## src/rtl/video_timing_gen.sv

```systemverilog
// Raster timing generator: h/v counters, blanking, sync, line/frame strobes and vblank irq.
// Optional interlace fields are enabled by defining VIDEO_TIMING_INTERLACE_EN.
module video_timing_gen #(
   parameter int unsigned HW        = 9,
   parameter int unsigned VW        = 9,
   parameter int unsigned H_TOTAL   = 387,
   parameter int unsigned H_OFS     = 32,
   parameter int unsigned HBL_START = 352,
   parameter int unsigned HBL_END   = 32,
   parameter int unsigned HS_START  = 364,
   parameter int unsigned HS_END    = 380,
   parameter int unsigned V_TOTAL   = 262,
   parameter int unsigned V_OFS     = 0,
   parameter int unsigned VBL_START = 248,
   parameter int unsigned VBL_END   = 8,
   parameter int unsigned VS_START  = 252,
   parameter int unsigned VS_END    = 256,
   parameter int unsigned MAX_OFS   = 64
) (
   input  logic          clk,
   input  logic          reset,
   input  logic          ce_pix,
   input  logic [HW-1:0] hs_offset,
   input  logic [VW-1:0] vs_offset,
   output logic [HW-1:0] hc,
   output logic [VW-1:0] vc,
   output logic          hbl,
   output logic          vbl,
   output logic          hsync,
   output logic          vsync,
   output logic          line_start,
   output logic          frame_start,
   output logic          vbl_irq,
   output logic          field
);

   localparam int unsigned HXW = HW + 2;
   localparam int unsigned VXW = VW + 2;

   localparam logic signed [HXW-1:0] H_TOT_S = HXW'(H_TOTAL);
   localparam logic signed [HXW-1:0] H_MAX_S = HXW'(MAX_OFS);
   localparam logic signed [HXW-1:0] HS0_S   = HXW'(HS_START);
   localparam logic signed [HXW-1:0] HS1_S   = HXW'(HS_END);
   localparam logic signed [VXW-1:0] V_TOT_S = VXW'(V_TOTAL);
   localparam logic signed [VXW-1:0] V_MAX_S = VXW'(MAX_OFS);
   localparam logic signed [VXW-1:0] VS0_S   = VXW'(VS_START);
   localparam logic signed [VXW-1:0] VS1_S   = VXW'(VS_END);

   logic [HW-1:0]         r_h;
   logic [HW-1:0]         w_h_nxt;
   logic [VW-1:0]         r_v;
   logic [VW-1:0]         w_v_nxt;
   logic signed [HXW-1:0] r_hofs;
   logic signed [HXW-1:0] w_hofs_ext;
   logic signed [HXW-1:0] w_hofs_sat;
   logic signed [HXW-1:0] w_hofs_use;
   logic signed [VXW-1:0] r_vofs;
   logic signed [VXW-1:0] w_vofs_ext;
   logic signed [VXW-1:0] w_vofs_sat;
   logic signed [VXW-1:0] w_vofs_use;
   logic                  w_field_use;
   logic                  w_h_last;
   logic                  w_v_last;
   logic                  w_line_nxt;
   logic                  w_frame_nxt;
   logic                  w_irq_nxt;
   logic [HW-1:0]         w_hs0;
   logic [HW-1:0]         w_hs1;
   logic [VW-1:0]         w_vs0;
   logic [VW-1:0]         w_vs1;
   logic                  w_hs_nxt;
   logic                  w_vs_nxt;
`ifdef VIDEO_TIMING_INTERLACE_EN
   logic [VW-1:0]         w_v_prev;
`endif

   // Half-open window [s0,s1) that may wrap past the end of the line/frame; empty when s0==s1.
   function automatic logic in_window(input int unsigned p, input int unsigned s0,
                                      input int unsigned s1);
      if (s0 < s1)      return (p >= s0) && (p < s1);
      else if (s0 > s1) return (p >= s0) || (p < s1);
      else              return 1'b0;
   endfunction

   // A shifted edge is at most MAX_OFS outside the range, so one correction suffices.
   function automatic logic [HW-1:0] wrap_h(input logic signed [HXW-1:0] x);
      logic signed [HXW-1:0] y;
      if (x[HXW-1])         y = x + H_TOT_S;
      else if (x >= H_TOT_S) y = x - H_TOT_S;
      else                  y = x;
      return HW'(y);
   endfunction

   function automatic logic [VW-1:0] wrap_v(input logic signed [VXW-1:0] x);
      logic signed [VXW-1:0] y;
      if (x[VXW-1])         y = x + V_TOT_S;
      else if (x >= V_TOT_S) y = x - V_TOT_S;
      else                  y = x;
      return VW'(y);
   endfunction

   // Next raw position; reset is folded in so outputs decode h=0,v=0 on the reset edge.
   always_comb begin
      w_h_last = (r_h == HW'(H_TOTAL - 1));
`ifdef VIDEO_TIMING_INTERLACE_EN
      w_v_last = (r_v == (field ? VW'(V_TOTAL) : VW'(V_TOTAL - 1)));
`else
      w_v_last = (r_v == VW'(V_TOTAL - 1));
`endif
      w_line_nxt  = ce_pix & w_h_last & ~reset;
      w_frame_nxt = w_line_nxt & w_v_last;
      w_h_nxt     = r_h;
      w_v_nxt     = r_v;
      if (reset) begin
         w_h_nxt = '0;
         w_v_nxt = '0;
      end else if (ce_pix) begin
         w_h_nxt = w_h_last ? '0 : r_h + 1'b1;
         if (w_h_last) w_v_nxt = w_v_last ? '0 : r_v + 1'b1;
      end
      w_irq_nxt = w_line_nxt & (w_v_nxt == VW'(VBL_START));
   end

   // Offsets saturate continuously but only take effect on the frame_start edge.
   always_comb begin
      w_hofs_ext = HXW'($signed(hs_offset));
      w_vofs_ext = VXW'($signed(vs_offset));
      if (w_hofs_ext > H_MAX_S)       w_hofs_sat = H_MAX_S;
      else if (w_hofs_ext < -H_MAX_S) w_hofs_sat = -H_MAX_S;
      else                            w_hofs_sat = w_hofs_ext;
      if (w_vofs_ext > V_MAX_S)       w_vofs_sat = V_MAX_S;
      else if (w_vofs_ext < -V_MAX_S) w_vofs_sat = -V_MAX_S;
      else                            w_vofs_sat = w_vofs_ext;
      w_hofs_use = r_hofs;
      w_vofs_use = r_vofs;
      if (reset) begin
         w_hofs_use = '0;
         w_vofs_use = '0;
      end else if (w_frame_nxt) begin
         w_hofs_use = w_hofs_sat;
         w_vofs_use = w_vofs_sat;
      end
`ifdef VIDEO_TIMING_INTERLACE_EN
      w_field_use = reset ? 1'b0 : (w_frame_nxt ? ~field : field);
`else
      w_field_use = 1'b0;
`endif
   end

   // Sync decode from the next position and the offsets in force for it.
   always_comb begin
      w_hs0    = wrap_h(HS0_S + w_hofs_use);
      w_hs1    = wrap_h(HS1_S + w_hofs_use);
      w_vs0    = wrap_v(VS0_S + w_vofs_use);
      w_vs1    = wrap_v(VS1_S + w_vofs_use);
      w_hs_nxt = in_window(32'(w_h_nxt), 32'(w_hs0), 32'(w_hs1));
`ifdef VIDEO_TIMING_INTERLACE_EN
      // Odd field: vsync edges move to mid-line, i.e. the first half of a line uses the previous line.
      w_v_prev = (w_v_nxt == '0) ? VW'(V_TOTAL - 1) : w_v_nxt - 1'b1;
      if (w_field_use && (w_h_nxt < HW'(H_TOTAL / 2)))
         w_vs_nxt = in_window(32'(w_v_prev), 32'(w_vs0), 32'(w_vs1));
      else
         w_vs_nxt = in_window(32'(w_v_nxt), 32'(w_vs0), 32'(w_vs1));
`else
      w_vs_nxt = in_window(32'(w_v_nxt), 32'(w_vs0), 32'(w_vs1));
`endif
   end

   always_ff @(posedge clk) begin
      r_h         <= w_h_nxt;
      r_v         <= w_v_nxt;
      r_hofs      <= w_hofs_use;
      r_vofs      <= w_vofs_use;
      hc          <= w_h_nxt - HW'(H_OFS);
      vc          <= w_v_nxt - VW'(V_OFS);
      hbl         <= (w_h_nxt >= HW'(HBL_START)) | (w_h_nxt < HW'(HBL_END));
      vbl         <= (w_v_nxt >= VW'(VBL_START)) | (w_v_nxt < VW'(VBL_END));
      hsync       <= w_hs_nxt;
      vsync       <= w_vs_nxt;
      line_start  <= w_line_nxt;
      frame_start <= w_frame_nxt;
      vbl_irq     <= w_irq_nxt;
      field       <= w_field_use;
   end

endmodule

```

## config.mk

```make
export PLATFORM = sky130hd
export DESIGN_NAME = video_timing_gen
export DESIGN_NICKNAME = d
export VERILOG_FILES = /design/src/rtl/video_timing_gen.sv
export SDC_FILE = /design/constraint.sdc
export NUM_CORES = 1
export LEC_CHECK = 0
export CORE_ASPECT_RATIO = 1.2
export CORE_MARGIN = 3
export CORE_UTILIZATION = 55
export DETAILED_ROUTE_END_ITERATION = 12
export PLACE_DENSITY = 0.79
export SYNTH_ARGS = -nofsm -noshare
export SYNTH_HDL_FRONTEND = slang
export SYNTH_SLANG_ARGS = --single-unit
```

## constraint.sdc

```tcl
create_clock -name clk -period 6.2 [get_ports clk]
set_input_delay 0.93 -clock clk [delete_from_list [all_inputs] [get_ports clk]]
set_output_delay 0.93 -clock clk [all_outputs]
set_load 0.03 [all_outputs]
```

==> out/metrics.cfg <==
[worst_setup_path]
cp_common_cell = ha_1
cpMaxStageDelayCell = clkdlybuf4s50_1
start_kind = input pin
crit_family = compound AO/OA/AOI/OAI gates
arrival_ps = 5960
worstReg2RegEnd = hsync$_DFF_P_
r2r_cells = 26
r2r_slack_ps = 590
slowest_delay_ps = 500
critPathCaptureType = flip-flop
path_class = input pin to flip-flop
critPathRequiredTime_ps = 6380
worst-path-buf-inv = 4
cp_max_fo = 5
r2r_start = r_v[0]$_DFF_P_

[synthesis]
synth_area_leader_cell = dfxtp_1
synth_ff_type = dfxtp_1
async_flop_share = 0
syn_inst = 733
synth-seq-area-share = 0.170
syn-mean-instance-area_sq_um = 8.17
synth_area_sq_um = 5990
synth_cell_types = 87
synth_area_leaders = dfxtp_1 (17%), ha_1 (15%), xnor2_1 (6.9%)
netlist.area_leader.share = 0.170
yosys_register_bits = 51
synth_edf_count = 0
yosys_warnings = 0
syn-num-nets = 828

[global_routing]
grt_util_all_layers = 0.272
grt-ovfl-total = 0
grt_max_degree = 30
grt_pass1_wl_microns = 27300
first_global_vias = 5777
antenna_found_initial = 0

[detailed_routing]
dr.first_iter.drc_count = 424
routed_wl_microns = 16800
drcViolationCount = 0
vias_per_cell = 6.27
ant_nets = 0
vias = 5866
drt-pass1-iter-count = 6
wl_per_cell_microns = 17.9

[clock_tree]
clock_latency_ps = 300
cts_inserted_buffers = 5
cts_root_buffer = clkbuf_16
cts_tree = done
h-tree-depth = 2
hold_buffers = 0
cts.sinks = 51
clockBufferDepth = 2
clk_pin_slew_worst_paths_ps = 70

[die]
core_region_area_sq_um = 10600
dieArea_sq_um = 12200
num_rows = 41
io_pins = 47
die_h_microns = 120
initial_core_util = 0.567
chipWidth_microns = 101

[sta]
finalSetupViolations = 0
setup_ws_ps = 423
finalSetupTns_ps = 0
hold_slack_ps = 518
min_period_over_period = 0.932
finalCriticalPeriod_ps = 5780
finalHoldViolCount = 0
timing.final.max_slew_violations = 0
max_slew.worst_pin.slew_ps = 718
slew_headroom = 0.522
fmax_mhz = 173
skew_ps = 4.17

[min_path]
min_to = r_vofs[9]$_DFF_P_
whs_path_depth = 2
min_from = r_vofs[9]$_DFF_P_
hp-class = flip-flop to flip-flop

[cells_and_area]
final_common_cell = ha_1
finalInstanceArea_sq_um = 6970
mostFrequentLayoutCells = ha_1 (74), nand2_1 (72), nor2_1 (53)
nNetsFinal = 900
nFillCells = 891
final_layout_size_suffix_gt1_frac = 0.151
n_antenna_cell = 0
stdcell_count = 935
area_delta_synth_final_pct = 16.3

[placement]
io_buffer_count = 45
dpl_cell_area_sq_um = 6760
dp_cells = 923
pre_cts_ws_ps = -150
globalplace.congestion = 0.909
dpl.hpwl_microns = 13300

[run]
maxCapViolations = 0

[power]
p_per_area_nw_per_um2 = 99.9
vdd_ir_drop_max_mv = 0.0917
leakage_nw = 2.81

[status]
run_status = complete, no violations

-- cells by family (layout without fill, tap and decap cells) --
| logic type | Yosys count | in the layout | share of synthesized area |
|---|---|---|---|
| AND/OR/NAND/NOR | 263 | 263 | 0.238 |
| AO/OA/AOI/OAI | 202 | 202 | 0.258 |
| XOR/XNOR | 77 | 77 | 0.120 |
| adder cells (fa/ha/maj) | 74 | 74 | 0.155 |
| buffers and inverters | 59 | 132 | 0.0470 |
| flip-flops | 51 | 51 | 0.170 |
| multiplexers | 6 | 6 | 0.0107 |
| other | 1 | 1 | 0.000626 |
-- synthesized netlist by cell type (all sizes together) (10+ instances only) --
master,count
a21o,14
a21oi,56
buf,20
dfxtp,51
ha,74
inv,32
nand2,74
nand2b,10
nand3,26
nand4,18
nor2,55
nor3,14
o21ai,47
xnor2,50
xor2,27
-- power breakdown --
group          switching (W)   total, W  leakage (nW)  internal, W
Clock               0.000132   0.000284        0.0710     0.000152
Combinational      0.0000450  0.0000809          2.33    0.0000359
Sequential        0.00000274   0.000332         0.411     0.000329
Total               0.000180   0.000696          2.81     0.000516
-- flip-flops by register name, summed over array words and instances (netlist names) --
name,count
line_start,1
hsync,1
hbl,1
hc,4
r_h,9
r_v,9
r_vofs,11
r_hofs,11
frame_start,1
vbl_irq,1
vsync,1
vbl,1
-- tightest hold or removal path: stages, from the launching register on --
cell,delay [ps]
dfxtp_1,300
nand2_1,50
a21oi_1,100
-- routing by layer --
layer	track usage	wire length, microns	part of all wire	up-vias
li1	-	-	-	2821
met1	0.313	6660	0.40	2790
met2	0.494	8730	0.52	204
met3	0.0346	819	0.049	51
met4	0.119	572	0.034	0
met5	0	0	0	-
-- worst max-delay path by stage --
stage | from | depth (start not counted) | end | slack, ps
floorplan | reset | 27 | hsync$_DFF_P_ | 120
global placement | hs_offset[8] | 26 | hsync$_DFF_P_ | 110
detailed placement | hs_offset[8] | 26 | hsync$_DFF_P_ | -150
CTS | hs_offset[6] | 26 | hsync$_DFF_P_ | 150
global route | hs_offset[8] | 25 | hsync$_DFF_P_ | -30
finish | hs_offset[6] | 26 | hsync$_DFF_P_ | 420
-- repair_timing --
| item | CTS | global route |
|---|---|---|
| setup buffers | 0 | 4 |
| setup endpoints to repair | 0 | 2 |
| resized for setup | 0 | 8 |
-- through the flow --
stage	utilization	total power, W
floorplan	-	0.000381
global placement	0.639	0.000416
detailed placement	0.639	0.000418
CTS	0.653	0.000699
global route	0.659	0.000719
finish	0.659	0.000696
-- layout make-up --
type,count,area [sq um],area share
multi-input cells,623,4720,0.678
clock inverters,2,17.5,0.00251
flip-flops and latches,51,1020,0.147
well taps,129,161,0.0232
clock buffers,6,129,0.0185
repair buffers,91,791,0.113
inverters,33,124,0.0178
No activity file was read; power rests on OpenSTA's default activity.
